==> src/rtl/store_align_unit.sv <==
// Store alignment unit: formats RV32 SB/SH/SW requests into word-aligned byte-lane
// writes and queues them in a 2-entry FIFO in front of the memory write port.
module store_align_unit (
  input  logic        i_clk,
  input  logic        i_rst_n,
  input  logic        i_st_valid,
  output logic        o_st_ready,
  input  logic [31:0] i_st_addr,
  input  logic [31:0] i_st_data,
  input  logic [2:0]  i_funct3,
  output logic        o_mem_valid,
  input  logic        i_mem_ack,
  output logic [31:0] o_mem_addr,
  output logic [31:0] o_mem_wdata,
  output logic [3:0]  o_mem_wstrb,
  output logic        o_st_err,
  output logic        o_busy
);

  typedef enum logic [1:0] {
    EMPTY = 2'd0,
    ONE   = 2'd1,
    FULL  = 2'd2
  } state_t;

  typedef struct packed {
    logic [31:0] addr;
    logic [31:0] wdata;
    logic [3:0]  wstrb;
  } entry_t;

  state_t state_q, state_d;
  entry_t fifo_q [2];
  entry_t fmt;
  entry_t head;
  logic   fmt_legal;
  logic   wr_ptr_q, rd_ptr_q;
  logic   err_q;
  logic   accept, push, pop;

  // Lane formatting of the incoming request.
  // NOTE: every signal assigned in always_comb gets a default first; a path that
  // leaves one unassigned would otherwise infer a latch.
  always_comb begin
    fmt       = '0;
    fmt_legal = 1'b0;
    fmt.addr  = {i_st_addr[31:2], 2'b00};
    unique case (i_funct3)
      3'b000: begin
        fmt.wdata = {4{i_st_data[7:0]}};
        fmt.wstrb = 4'b0001 << i_st_addr[1:0];
        fmt_legal = 1'b1;
      end
      3'b001: begin
        fmt.wdata = {2{i_st_data[15:0]}};
        fmt.wstrb = i_st_addr[1] ? 4'b1100 : 4'b0011;
        fmt_legal = ~i_st_addr[0];
      end
      3'b010: begin
        fmt.wdata = i_st_data;
        fmt.wstrb = 4'b1111;
        fmt_legal = (i_st_addr[1:0] == 2'b00);
      end
      default: fmt_legal = 1'b0;
    endcase
  end

  // Ready depends only on the state register, never on i_mem_ack.
  assign o_st_ready  = (state_q != FULL);
  assign o_mem_valid = (state_q != EMPTY);
  assign o_busy      = (state_q != EMPTY);
  assign accept      = i_st_valid & o_st_ready;
  assign push        = accept & fmt_legal;
  assign pop         = o_mem_valid & i_mem_ack;

  always_comb begin
    state_d = state_q;
    unique case (state_q)
      EMPTY: if (push) state_d = ONE;
      ONE: begin
        if (push && !pop)      state_d = FULL;
        else if (pop && !push) state_d = EMPTY;
      end
      FULL:    if (pop) state_d = ONE;
      default: state_d = EMPTY;
    endcase
  end

  // NOTE: sequential state uses non-blocking assignments so every flop samples
  // the pre-edge values regardless of statement order.
  always_ff @(posedge i_clk or negedge i_rst_n) begin
    if (!i_rst_n) begin
      state_q  <= EMPTY;
      wr_ptr_q <= 1'b0;
      rd_ptr_q <= 1'b0;
      err_q    <= 1'b0;
    end else begin
      state_q <= state_d;
      err_q   <= accept & ~fmt_legal;
      if (push) wr_ptr_q <= ~wr_ptr_q;
      if (pop)  rd_ptr_q <= ~rd_ptr_q;
    end
  end

  // NOTE: the storage array is not reset; its contents are only observable
  // through the valid-gated head below, so clearing it would buy nothing.
  always_ff @(posedge i_clk) begin
    if (push) fifo_q[wr_ptr_q] <= fmt;
  end

  assign head        = o_mem_valid ? fifo_q[rd_ptr_q] : '0;
  assign o_mem_addr  = head.addr;
  assign o_mem_wdata = head.wdata;
  assign o_mem_wstrb = head.wstrb;
  assign o_st_err    = err_q;

endmodule
==> config.mk <==
export PLATFORM = sky130hd
export DESIGN_NAME = store_align_unit
export DESIGN_NICKNAME = d
export VERILOG_FILES = /design/src/rtl/store_align_unit.sv
export SDC_FILE = /design/constraint.sdc
export NUM_CORES = 1
export LEC_CHECK = 0
export ABC_AREA = 0
export CAP_MARGIN = 20
export CORE_MARGIN = 5
export CORE_UTILIZATION = 53
export DETAILED_ROUTE_END_ITERATION = 8
export GPL_ROUTABILITY_DRIVEN = 0
export GPL_TIMING_DRIVEN = 0
export PLACE_DENSITY = 0.85
export SYNTH_ARGS = -nofsm -noshare
export SYNTH_HDL_FRONTEND = slang
export SYNTH_SLANG_ARGS = --single-unit
export TNS_END_PERCENT = 50
==> constraint.sdc <==
create_clock -name i_clk -period 6.2 [get_ports i_clk]
set_input_delay 0.93 -clock i_clk [delete_from_list [all_inputs] [get_ports i_clk]]
set_output_delay 0.93 -clock i_clk [all_outputs]
set_load 0.1 [all_outputs]
==> flow_results.org, run 1 <==
** Route
- Number of iterations in the first detailed-routing pass :: 5
- Via count of the routed design :: 3840
- Final wirelength :: 13100 um
- Violation count after the first detailed-route iteration :: 188
- Via-per-instance ratio :: 5.26
- The detail route stage leaves a number of antenna-violating nets equal to 0.
- For this run, design rule violations remaining after detail routing come to 0.
- Avg WL per Cell :: 17.9 um

** Pwr
- Power comes to 3.20 mW.
- VDD sags by at most 244 uV.
- Power spread over the standard cell area amounts to 401 nW/um^2.
- In this run the static leakage power is 2.91 nW.

** Setup path
- In this design, the stage delay of the slowest critical-path cell is 1.16 ns.
- Crit-path slowest cell :: sky130_fd_sc_hd__clkdlybuf4s50_1
- Arr. time, crit path :: 3.43 ns
- The critical path is of the flop to output port type.
- R2r worst-path depth :: 4
- Of all nets on the critical path, the largest fanout is 10.
- Worst path most repeated cell :: sky130_fd_sc_hd__clkbuf_1
- STA classifies the critical path endpoint as an output port.
- Cell type group with the largest total delay on the critical path :: buffers and inverters
- Bufs and invs on worst path :: 4
- Walking the worst path, the cells encountered are clkbuf_1 -> clkbuf_1 -> buf_2 -> mux2i_1 -> nor2_1 -> clkdlybuf4s50_1.
- The worst register-to-register path ends at fifo_q[1][48]$_DFFE_PP_.
- Data on the critical path is required at its endpoint by 5.27 ns.
- Startpoint of the most critical register-to-register path :: state_q[1]$_DFFE_PN0P_
- Slack of the worst reg-to-reg path :: 4.09 ns
- Startpoint type of the worst setup path :: flop

** Clock tree
- Clock latency at the later pin of the worst-skew pair :: 0.51 ns
- # resized after CTS :: 0
- Number of hold-repair buffers added at the cts stage :: 0
- Clock-pin transition on the worst setup and hold timing paths :: 0.06 ns
- CTS tree :: built
- Maximum level of the CTS H-tree :: 4
- Clock Root Buffer :: sky130_fd_sc_hd__clkbuf_8
- Clock Sink Count :: 137
- The clock passes through at most 2 buffers.
- Buffers inserted during post-CTS setup optimization :: 0
- Clock buffers created by TritonCTS :: 17

** Final layout
- Number of fillers in the final layout :: 705
- Number of nets at the end of the flow :: 648
- The repair_antennas step left the layout with diodes totalling 0.
- The area growth from synthesis to layout is 38.1%.
- Share of layout cells above drive strength 1 :: 9.15%
- The finished cells cover 7980 sq um.
- Measured on the finished design, the core utilization comes to 74.3%.

** Min path
- The path with the worst hold slack has its endpoint at state_q[0]$_DFFE_PN0P_.
- The min-delay analysis places its worst path in the category flop to flop.
- The worst hold path begins at state_q[1]$_DFFE_PN0P_.
- Along the worst hold path, the cell count comes to 1.

** Global routing
- The total overflow left after global routing is 0.
- Global-route usage over all layers :: 21.1%
- The initial antenna violation count is 0.
- Via count of the first global-routing pass :: 4126
- Maximum number of pins on one net before global-route repair :: 31
- Wire length of the first global-routing pass :: 20700 um

** STA
- Setup violations remaining at the end of the flow were counted as 0.
- Min Tclk post-route :: 4.36 ns
- Worst-Margin Slew :: 1.03 ns
- Tightest slew margin relative to the limit :: 31.3%
- Setup repair after global routing missed its margin :: false
- Count of endpoints failing hold in the final timing report :: 0
- For this run, the top clock speed supported by timing is 229 MHz.
- Max-slew violations :: 0
- After routing, the total negative slack on setup checks comes to 0 ns.
- Final worst path period share :: 70.4%
- Worst Skew :: 0.00501 ns

** Run status
- Result of the run :: completed

** Logic synthesis
- Cell area after synthesis :: 5780 sq um
- For this run, the register share of the synthesized area comes to 70.7%.
- Synthesis inferred 137 register bits.
- Averaged over all synthesized cells, the footprint is 14.0 sq um.
- Cell count after synthesis :: 414
- After synthesis, the netlist uses 26 different library cells.
- Number of warnings reported in the yosys synthesis log :: 0

** Floorplanning
- Std-Cell Core Area :: 10700 sq um
- From bottom edge to top edge, the die measures 114 um.
- Ports :: 143
- Die width :: 114 um
- Number of core rows :: 38
- Overall die area :: 13100 sq um
- Once the floorplan was initialized, standard cells occupied 53.8% of the core.

** Placed design
- The HPWL after detailed placement is 9540 um.
- Area after detailed placement :: 7460 sq um
- Buffers on Ports :: 139

** Run
- Max_cap viols :: 0
==> kinds of logic after synthesis <==
logic type             share of synthesized area, %
buffers and inverters                          2.49
other                                        0.0649
AND/OR/NAND/NOR                                10.2
flip-flops                                     70.7
AO/OA/AOI/OAI                                  3.25
multiplexers                                   13.0
XOR/XNOR                                      0.303
==> cells in the final DEF (no fill, tap or decap), types with 8 or more instances in the layout <==
master,synthesis,routed
sky130_fd_sc_hd__and2_1,8,8
sky130_fd_sc_hd__a21oi_1,28,28
sky130_fd_sc_hd__clkdlybuf4s50_1,0,139
sky130_fd_sc_hd__nand2_1,19,19
sky130_fd_sc_hd__mux2i_1,75,75
sky130_fd_sc_hd__nor2_1,81,79
sky130_fd_sc_hd__edfxtp_1,132,132
sky130_fd_sc_hd__nor2b_1,12,12
sky130_fd_sc_hd__or2_2,8,8
sky130_fd_sc_hd__clkbuf_16,0,16
sky130_fd_sc_hd__clkbuf_1,16,16
==> synthesized netlist by cell type <==
master | count | area [sq um]
sky130_fd_sc_hd__clkbuf_1 | 16 | 60.1
sky130_fd_sc_hd__buf_4 | 3 | 22.5
sky130_fd_sc_hd__edfxtp_1 | 132 | 3960
sky130_fd_sc_hd__buf_6 | 1 | 11.3
sky130_fd_sc_hd__nor2b_1 | 12 | 75.1
sky130_fd_sc_hd__dfrtp_1 | 5 | 125
sky130_fd_sc_hd__a21bo_1 | 1 | 10.0
sky130_fd_sc_hd__o21ai_0 | 1 | 5.00
sky130_fd_sc_hd__xnor2_1 | 2 | 17.5
sky130_fd_sc_hd__a211o_1 | 1 | 8.76
sky130_fd_sc_hd__nand2b_1 | 2 | 12.5
sky130_fd_sc_hd__or2_2 | 8 | 50.1
sky130_fd_sc_hd__a21oi_1 | 28 | 140
sky130_fd_sc_hd__or3b_1 | 1 | 8.76
sky130_fd_sc_hd__or4_4 | 1 | 11.3
sky130_fd_sc_hd__nand3_1 | 1 | 5.00
sky130_fd_sc_hd__nor2_1 | 81 | 304
sky130_fd_sc_hd__conb_1 | 1 | 3.75
sky130_fd_sc_hd__buf_2 | 4 | 20.0
sky130_fd_sc_hd__o22a_1 | 1 | 8.76
sky130_fd_sc_hd__nand2_1 | 19 | 71.3
sky130_fd_sc_hd__mux2i_1 | 75 | 751
sky130_fd_sc_hd__and2_1 | 8 | 50.1
sky130_fd_sc_hd__inv_1 | 4 | 15.0
sky130_fd_sc_hd__buf_1 | 4 | 15.0
sky130_fd_sc_hd__o21a_1 | 2 | 15.0
==> metal layers <==
metal	global-route usage (%)	wire length, um	up-vias	part of all wire (%)
met3	5.50	1020	18	7.8
met2	36.1	6570	176	50
met1	25.5	5270	1838	40
met5	0	0	-	0
met4	8.16	218	0	1.7
li1	-	-	1808	-
==> where the power goes <==
group | switching (mW) | internal, mW
clock network | 0.379 | 0.488
logic | 0.883 | 0.352
registers | 0.0173 | 1.08
==> area by class of cell <==
class	count	area, sq um	area share, %
sequential	137	4090	51.2
timing repair buffer	143	1490	18.6
buffer	28	129	1.61
clock inverter	15	106	1.33
clock buffer	17	414	5.19
multi-input combinational	246	1570	19.6
tap	140	175	2.19
inverter	4	15.0	0.188
==> sequential cells by signal, summed over array words and instances (netlist names) <==
signal and count:
wr_ptr_q 1, o_st_err 1, state_q 2, fifo_q 132
rd_ptr_q 1
==> stage by stage <==
step / std cells / hold slack (ns) / worst slack (ns)
2_1_floorplan: 415 / 0.468 / 1.10
3_3_place_gp: 694 / 0.481 / -0.804
3_5_place_dp: 698 / 0.523 / 2.29
4_1_cts: 730 / 0.534 / 1.73
5_1_grt: 730 / 0.569 / 1.63
6_report: 730 / 0.544 / 1.84
==> worst max path at each step <==
stage          slack, ns  depth (start not counted)            startpoint                      end
3_5_place_dp        2.29                          6  rd_ptr_q$_DFFE_PN0P_            o_mem_addr[5]
4_1_cts             1.73                          6  rd_ptr_q$_DFFE_PN0P_            o_mem_addr[5]
3_3_place_gp       -0.80                          5           i_funct3[0]  fifo_q[1][24]$_DFFE_PP_
2_1_floorplan       1.10                          5           i_funct3[2]   fifo_q[0][0]$_DFFE_PP_
6_report            1.84                          6  rd_ptr_q$_DFFE_PN0P_            o_mem_addr[5]
5_1_grt             1.63                          6  rd_ptr_q$_DFFE_PN0P_            o_mem_addr[5]
(Power assumes the default switching activity.)
==> run 2, diff against run 1 <==
--- a/config.mk
+++ b/config.mk
@@ -8,11 +8,11 @@
 export ABC_AREA = 0
 export CAP_MARGIN = 20
 export CORE_MARGIN = 5
-export CORE_UTILIZATION = 53
+export CORE_UTILIZATION = 45
 export DETAILED_ROUTE_END_ITERATION = 8
 export GPL_ROUTABILITY_DRIVEN = 0
 export GPL_TIMING_DRIVEN = 0
-export PLACE_DENSITY = 0.85
+export PLACE_DENSITY = 0.77
 export SYNTH_ARGS = -nofsm -noshare
 export SYNTH_HDL_FRONTEND = slang
 export SYNTH_SLANG_ARGS = --single-unit
==> constraint.sdc (replaced) <==
create_clock -name i_clk -period 3.8 [get_ports i_clk]
set_input_delay 0.57 -clock i_clk [delete_from_list [all_inputs] [get_ports i_clk]]
set_output_delay 0.57 -clock i_clk [all_outputs]
set_load 0.1 [all_outputs]
==> run 2 against run 1 <==
Against the previous run:
- non-clock buffer count is the same
- combinational power up 59%
- register-to-register slack lost 2.2 ns
- critical path depth decreased by 1
- clock power is 81% higher
- utilization is 11 points lower
- worst setup slack lost 1.6 ns
- final cell count grew 4.4%
- worst hold slack got worse by 0.16 ns
==> flow_results.org, run 2 (same netlist as run 1, synthesis figures left out) <==
** Floorplanning
- The boundary pin count is 143 (unchanged).
- Std-Cell Core Area :: 12600 sq um (was 10700 sq um)
- Die width :: 123 um (was 114 um)
- Overall die area :: 15200 sq um (was 13100 sq um)
- The starting density of the core is 45.8% (was 53.8%).
- The height of the die was 123 um (was 114 um).
- The cell row count came to 41 (was 38).

** Global routing
- Wire length of the first global-routing pass :: 20400 um (was 20700 um)
- The total grt overflow is 0 (unchanged).
- The total routing resource utilization after global routing was 17.8% (was 21.1%).
- The initial antenna violation count is 0 (unchanged).
- Via count of the first global-routing pass :: 3961 (was 4126)
- The pin count of the biggest net entering global routing came to 31 (unchanged).

** STA
- Min Tclk post-route :: 3.60 ns
- The slew of the pin with the lowest slew margin came to 1.03 ns (about the same).
- Worst Skew :: 0.00720 ns (was 0.00501 ns)
- Setup repair after global routing missed its margin :: false (unchanged)
- The final setup slack of the worst path came to 0.203 ns (was 1.84 ns).
- The setup TNS after final layout was 0 ns (unchanged).
- The worst-case headroom to the max-slew limit came to 31.0% (was 31.3%).
- Max Clock Freq :: 278 MHz
- The number of hold violations in the final report was 0 (unchanged).
- The final count of negative-setup-slack endpoints is 0 (unchanged).
- Final worst path period share :: 94.7%
- Max-slew violations :: 0 (unchanged)

** Clock tree
- Clock buffer depth :: 2 (unchanged)
- Clock latency at the later pin of the worst-skew pair :: 0.40 ns (was 0.51 ns)
- The root buffer selected by CTS was sky130_fd_sc_hd__clkbuf_16 (was sky130_fd_sc_hd__clkbuf_8).
- Clock buffers created by TritonCTS :: 17 (unchanged)
- Maximum level of the CTS H-tree :: 4 (unchanged)
- The total clock sinks is 137 (unchanged).
- CTS tree :: built (unchanged)
- The clock edge transition at the registers on the reported setup and hold paths is 0.06 ns (about the same).
- Number of hold-repair buffers added at the cts stage :: 0 (unchanged)

** Pwr
- Total power divided by cell area :: 663 nW/um^2 (was 401 nW/um^2)
- Total design power :: 5.33 mW (was 3.20 mW)
- Leakage power figure :: 3.16 nW (was 2.91 nW)
- Worst-case vdd ir drop :: 297 uV (was 244 uV)

** Route
- The via density per instance is 4.96 (was 5.26).
- DRC :: 0 (unchanged)
- Avg WL per Cell :: 17.0 um (was 17.9 um)
- Via count of the routed design :: 3780 (was 3840)
- Violation count after the first detailed-route iteration :: 214 (was 188)
- Number of iterations in the first detailed-routing pass :: 4 (was 5)
- Antenna-violating nets left :: 0 (unchanged)
- Final wirelength :: 12900 um (was 13100 um)

** Final layout
- The number of fill cells in the layout came to 984 (was 705).
- Count of antenna diodes in the layout :: 0 (unchanged)
- Most frequent cells in the layout :: sky130_fd_sc_hd__edfxtp_1, sky130_fd_sc_hd__clkdlybuf4s50_1, sky130_fd_sc_hd__nor2_1 (was sky130_fd_sc_hd__clkdlybuf4s50_1, sky130_fd_sc_hd__edfxtp_1, sky130_fd_sc_hd__nor2_1)
- Leading cell type in the layout, fill and taps excluded :: sky130_fd_sc_hd__edfxtp_1 (was sky130_fd_sc_hd__clkdlybuf4s50_1)
- The largest register by flop count was fifo_q (unchanged).
- Layout-stage area growth over the synthesis result :: 39.2% (was 38.1%)
- Layout Cell Area excl Fill :: 8040 sq um (was 7980 sq um)
- The flip-flop count of the largest register after layout was 132 (unchanged).
- The count of nets after finishing is 648 (unchanged).
- Final core area utilization :: 63.7% (was 74.3%)
- The fraction of layout cells with a size suffix above 1 was 9.15% (unchanged).
- Regs by FF count :: fifo_q: 132 flops, state_q: 2 flops (unchanged)

** Setup path
- The signal arrival time at the worst endpoint was 3.03 ns (was 3.43 ns).
- The biggest cell delay along the critical path is 1.16 ns (about the same).
- The worst reg-to-reg path cell count came to 4 (unchanged).
- The origin of the critical flop-to-flop path is state_q[0]$_DFFE_PN0P_ (was state_q[1]$_DFFE_PN0P_).
- Bufs and invs on worst path :: 3 (was 4)
- Crit-path slowest cell :: sky130_fd_sc_hd__clkdlybuf4s50_1 (unchanged)
- Startpoint type of the worst setup path :: flop (unchanged)
- The maximum fanout count along the critical path was 10 (unchanged).
- The family of cells with the greatest summed delay on the critical path is buffers and inverters (unchanged).
- The endpoint of the worst-slack reg-to-reg timing path is fifo_q[1][40]$_DFFE_PP_ (was fifo_q[1][48]$_DFFE_PP_).
- Ordered cell list for the critical path :: clkbuf_1 -> buf_1 -> mux2i_1 -> nor2_1 -> clkdlybuf4s50_1 (was clkbuf_1 -> clkbuf_1 -> buf_2 -> mux2i_1 -> nor2_1 -> clkdlybuf4s50_1)
- The data required time at the worst endpoint is 3.23 ns (was 5.27 ns).
- The critical path start-end classification is flop to output port (unchanged).
- The setup slack of the most critical reg-to-reg path was 1.87 ns (was 4.09 ns).
- Type of element capturing the critical path :: output port (unchanged)

** Min path
- Path class of the lowest-slack min-delay path :: input pin to asynchronous set/reset pin (was flop to flop)

** Run
- Max_cap viols :: 0 (unchanged)

** Placed design
- Place WS :: 0.292 ns (was 2.29 ns)
- The detailed placer's ending HPWL is 9470 um (was 9540 um).
- Buffers on Ports :: 139 (unchanged)
- The cell area reported after detailed placement was 7490 sq um (was 7460 sq um).

** Run status
- Result of the run: completed (unchanged).
==> run 2: cell count changes in the layout (fill, tap and decap cells not counted), sizes merged <==
cell,delta
dlymetal6s2s,+6
clkdlybuf4s50,-35
bufinv,+2
dlygate4sd2,+29
clkinv,+2
clkinvlp,-4
==> run 2: cell type report <==
| class | instances | area [sq um] | share of cell area, % |
|---|---|---|---|
| plain buffers | 28 | 129 | 1.60 |
| clock buffers | 17 | 425 | 5.29 |
| clock inverters | 15 | 154 | 1.91 |
| inverters | 4 | 15.0 | 0.187 |
| multi-input cells | 246 | 1570 | 19.5 |
| flip-flops and latches | 137 | 4090 | 50.8 |
| well taps | 172 | 215 | 2.68 |
| repair buffers | 143 | 1450 | 18.0 |
==> run 2: metrics by stage <==
| step | std cells | hold WS [ns] |
|---|---|---|
| finish | 762 | 0.387 |
| CTS | 762 | 0.375 |
| floorplan | 415 | 0.274 |
| global route | 762 | 0.379 |
| detailed placement | 730 | 0.526 |
| global placement | 726 | 0.481 |
==> run 2: worst register-to-register path: stages, from the launching register on <==
cell,delay (ns)
sky130_fd_sc_hd__dfrtp_1,0.37
sky130_fd_sc_hd__nand2b_1,0.22
sky130_fd_sc_hd__nand3_1,0.27
sky130_fd_sc_hd__nor2_4,0.46
sky130_fd_sc_hd__buf_12,0.27
==> run 2: worst max-delay path by stage <==
| stage | startpoint | endpoint | slack, ns | cells after the start |
|---|---|---|---|---|
| finish | rd_ptr_q$_DFFE_PN0P_ | o_mem_wdata[12] | 0.20 | 5 |
| global route | state_q[1]$_DFFE_PN0P_ | o_mem_wdata[30] | 0.006 | 5 |
| CTS | state_q[1]$_DFFE_PN0P_ | o_mem_wdata[31] | 0.11 | 5 |
| detailed placement | rd_ptr_q$_DFFE_PN0P_ | o_mem_addr[3] | 0.29 | 6 |
| global placement | i_funct3[0] | fifo_q[0][19]$_DFFE_PP_ | -2.89 | 5 |
| floorplan | state_q[0]$_DFFE_PN0P_ | fifo_q[0][0]$_DFFE_PP_ | -0.99 | 3 |
==> run 2: repair_timing <==
item | CTS | global route
pin swaps | 0 | 0
endpoints found under the setup margin | 29 | 6
setup buffers | 0 | 0
gates resized for setup | 29 | 6
==> run 2: power breakdown <==
part	switching, mW	internal [mW]	total [mW]
registers	0.0277	1.77	1.79
clock network	0.608	0.966	1.57
logic	1.43	0.534	1.97
==> run 2: layer usage <==
layer / vias to the layer above / part of all wire, % / routed length [um] / GRT usage, %
li1: 1801 / - / - / -
met1: 1816 / 42 / 5430 / 22.9
met2: 151 / 49 / 6300 / 28.6
met3: 12 / 8.1 / 1050 / 4.94
met4: 0 / 1.3 / 165 / 7.47
met5: - / 0 / 0 / 0
==> run 3, diff against run 2 <==
--- a/config.mk
+++ b/config.mk
@@ -12,6 +12,7 @@
 export DETAILED_ROUTE_END_ITERATION = 8
 export GPL_ROUTABILITY_DRIVEN = 0
 export GPL_TIMING_DRIVEN = 0
+export MAX_ROUTING_LAYER = met4
 export PLACE_DENSITY = 0.77
 export SYNTH_ARGS = -nofsm -noshare
 export SYNTH_HDL_FRONTEND = slang
==> run 3 against run 2 <==
Against the previous run:
- count of clock-buffer cells in the layout stayed put
- sequential share of layout area hardly changed
- worst hold slack worse by 0.00082 ns
- clock skew is 0.0014 ns higher
- final cell count stayed put
- design area hardly changed
- register-to-register slack hardly changed
- critical path type unchanged
- critical endpoint is now o_mem_wdata[20]
- largest cell class unchanged
==> flow_results.org, run 3 (same netlist as run 1, synthesis figures left out) <==
** Route
- Antenna-violating nets left :: 0 (unchanged)
- The detailed-route wire length per cell came to 17.1 um (was 17.0 um).
- DRC :: 0 (unchanged)
- Number of iterations in the first detailed-routing pass :: 5 (was 4)
- The via density per instance came to 5.00 (was 4.96).
- The initial DRC count was 247 (was 214).
- The vias after detailed routing is 3812 (was 3780).
- Final wirelength :: 13000 um (was 12900 um)

** Global routing
- The total grt overflow is 0 (unchanged).
- Via count of the first global-routing pass :: 3970 (was 3961)
- Maximum number of pins on one net before global-route repair :: 31 (unchanged)
- The total routing resource utilization after global routing came to 18.3% (was 17.8%).
- Wire length of the first global-routing pass :: 20400 um (about the same)
- Number of antenna violations at the first check in global routing :: 0 (unchanged)

** Final layout
- The utilization of the core after routing was 63.7% (about the same).
- Share of layout cells above drive strength 1 :: 9.15% (unchanged)
- The number of fill cells in the layout was 985 (was 984).
- The largest register by flop count is fifo_q (unchanged).
- Most frequent cells in the layout: sky130_fd_sc_hd__edfxtp_1, sky130_fd_sc_hd__clkdlybuf4s50_1, sky130_fd_sc_hd__nor2_1 (unchanged).
- Flip-flop count of the largest register, all copies and words added :: 132 (unchanged)
- The count of nets after finishing was 648 (unchanged).
- Count of antenna diodes in the layout :: 0 (unchanged)
- Regs by FF count: fifo_q: 132 flops, state_q: 2 flops (unchanged).
- Layout-stage area growth over the synthesis result :: 39.1% (was 39.2%)
- The most common library cell in the layout ignoring fill and taps was sky130_fd_sc_hd__edfxtp_1 (unchanged).

** Setup path
- The biggest cell delay along the critical path came to 1.17 ns (was 1.16 ns).
- The critical path endpoint category is an output port (unchanged).
- Startpoint of the most critical register-to-register path :: state_q[0]$_DFFE_PN0P_ (unchanged)
- Data required, critical path :: 3.23 ns (about the same)
- The critical path start-end classification was flop to output port (unchanged).
- The worst setup path endpoint is o_mem_wdata[20] (was o_mem_wdata[12]).
- The family of cells with the greatest summed delay on the critical path is buffers and inverters (unchanged).
- The signal arrival time at the worst endpoint was 3.02 ns (was 3.03 ns).
- Crit-path slowest cell :: sky130_fd_sc_hd__clkdlybuf4s50_1 (unchanged)
- Worst-path fanout max :: 10 (unchanged)
- R2r worst-path depth :: 4 (unchanged)
- The endpoint of the worst-slack reg-to-reg timing path is fifo_q[0][39]$_DFFE_PP_ (was fifo_q[1][40]$_DFFE_PP_).
- The startpoint of the worst setup timing path is rd_ptr_q$_DFFE_PN0P_ (unchanged).
- The cell depth of the worst setup path is 5 (unchanged).
- The number of buffers and inverters on the critical path was 3 (unchanged).
- Slack of the worst reg-to-reg path :: 1.86 ns (was 1.87 ns)
- The startpoint type of the worst setup path is a flop (unchanged).
- Ordered cell list for the critical path: clkbuf_1 -> buf_1 -> mux2i_1 -> nor2_1 -> clkdlybuf4s50_1 (unchanged).

** STA
- The share of the clock period used by the worst path after layout came to 94.5% (was 94.7%).
- Worst-Margin Slew :: 1.04 ns (was 1.03 ns)
- Final setup vio count :: 0 (unchanged)
- The final critical path time including I/O delays and setup was 3.59 ns (was 3.60 ns).
- The count of pins over their slew limit was 0 (unchanged).
- Max Clock Freq :: 279 MHz (was 278 MHz)
- Worst Skew :: 0.00856 ns (was 0.00720 ns)
- The worst-case headroom to the max-slew limit came to 30.4% (was 31.0%).
- Final hold slack :: 0.386 ns (was 0.387 ns)
- Setup repair after global routing missed its margin :: false (unchanged)
- Count of endpoints failing hold in the final timing report :: 0 (unchanged)

** Placed design
- Estimated wirelength of the detail-placed design :: 9470 um (unchanged)
- The number of buffers inserted by port buffering came to 139 (unchanged).

** Floorplanning
- The placeable core region came to 12600 sq um (unchanged).
- Ports :: 143 (unchanged)
- The horizontal die dimension came to 123 um (unchanged).
- The starting density of the core is 45.8% (unchanged).
- Y dimension of the die :: 123 um (unchanged)
- Overall die area :: 15200 sq um (unchanged)
- The cell row count was 41 (unchanged).

** Clock tree
- The maximum buffer depth of the clock tree is 2 (unchanged).
- Clock Sink Count :: 137 (unchanged)
- Clock-pin transition on the worst setup and hold timing paths :: 0.06 ns (about the same)
- Number of hold-repair buffers added at the cts stage :: 0 (unchanged)
- Clock buffers created by TritonCTS :: 17 (unchanged)
- The buffer count from post-CTS setup fixing was 0 (unchanged).
- The root buffer selected by CTS was sky130_fd_sc_hd__clkbuf_16 (unchanged).
- Maximum level of the CTS H-tree :: 4 (unchanged)
- CTS tree :: built (unchanged)
- The post-cts repair resize count came to 29 (unchanged).
- The clock insertion delay at the later pin of the skew report is 0.40 ns (about the same).

** Run status
- Result of the run: completed (unchanged).

** Pwr
- Total power divided by cell area :: 664 nW/um^2 (was 663 nW/um^2)
- Leakage power figure :: 3.14 nW (was 3.16 nW)
- Worst-case vdd ir drop :: 298 uV (was 297 uV)

** Run
- Max_cap viols :: 0 (unchanged)

** Min path
- Path class of the lowest-slack min-delay path :: input pin to asynchronous set/reset pin (unchanged)
-- run 3: cell count changes in the layout (fill, tap and decap cells not counted), sizes merged --
cell,before,now
clkdlybuf4s50,104,105
dlymetal6s2s,6,5
-- run 3: routing by layer --
layer  routed length [um]  GRT usage (%)  vias up
met5                    0              -        -
met4                  212           7.47        0
met3                  966           4.16       17
met2                 6320           28.6      156
met1                 5520           23.2     1837
li1                     -              -     1802
-- run 3: worst min path at each step --
stage                                  end  depth (start not counted)
floorplan               o_st_err$_DFF_PN0_                          0
global placement      wr_ptr_q$_DFFE_PN0P_                          1
detailed placement  state_q[0]$_DFFE_PN0P_                          1
CTS                 state_q[0]$_DFFE_PN0P_                          1
global route        state_q[0]$_DFFE_PN0P_                          1
finish              state_q[0]$_DFFE_PN0P_                          1
-- run 3: metrics by stage --
stage	TNS (ns)	setup WS (ns)	area, sq um	instances	total power [mW]
6_report	0	0.211	8040	762	5.34
3_3_place_gp	-381.53	-2.89	7390	726	3.82
4_1_cts	0	0.108	8030	762	5.39
5_1_grt	0	0.00271	8040	762	5.54
2_1_floorplan	-131.29	-0.995	5780	415	3.36
3_5_place_dp	0	0.292	7490	730	3.85
-- run 3: area by class of cell --
type	instances	area [sq um]	area share, %
inverters	4	15.0	0.187
clock buffers	17	425	5.29
flip-flops and latches	137	4090	50.8
clock inverters	15	154	1.91
repair buffers	143	1450	18.0
plain buffers	28	129	1.60
well taps	172	215	2.68
multi-input cells	246	1570	19.5
-- run 3: where the power goes --
part | switching [mW] | internal (mW) | leakage, nW
clock network | 0.610 | 0.966 | 0.277
logic | 1.43 | 0.534 | 1.59
registers | 0.0278 | 1.77 | 1.27
total | 2.07 | 3.27 | 3.14
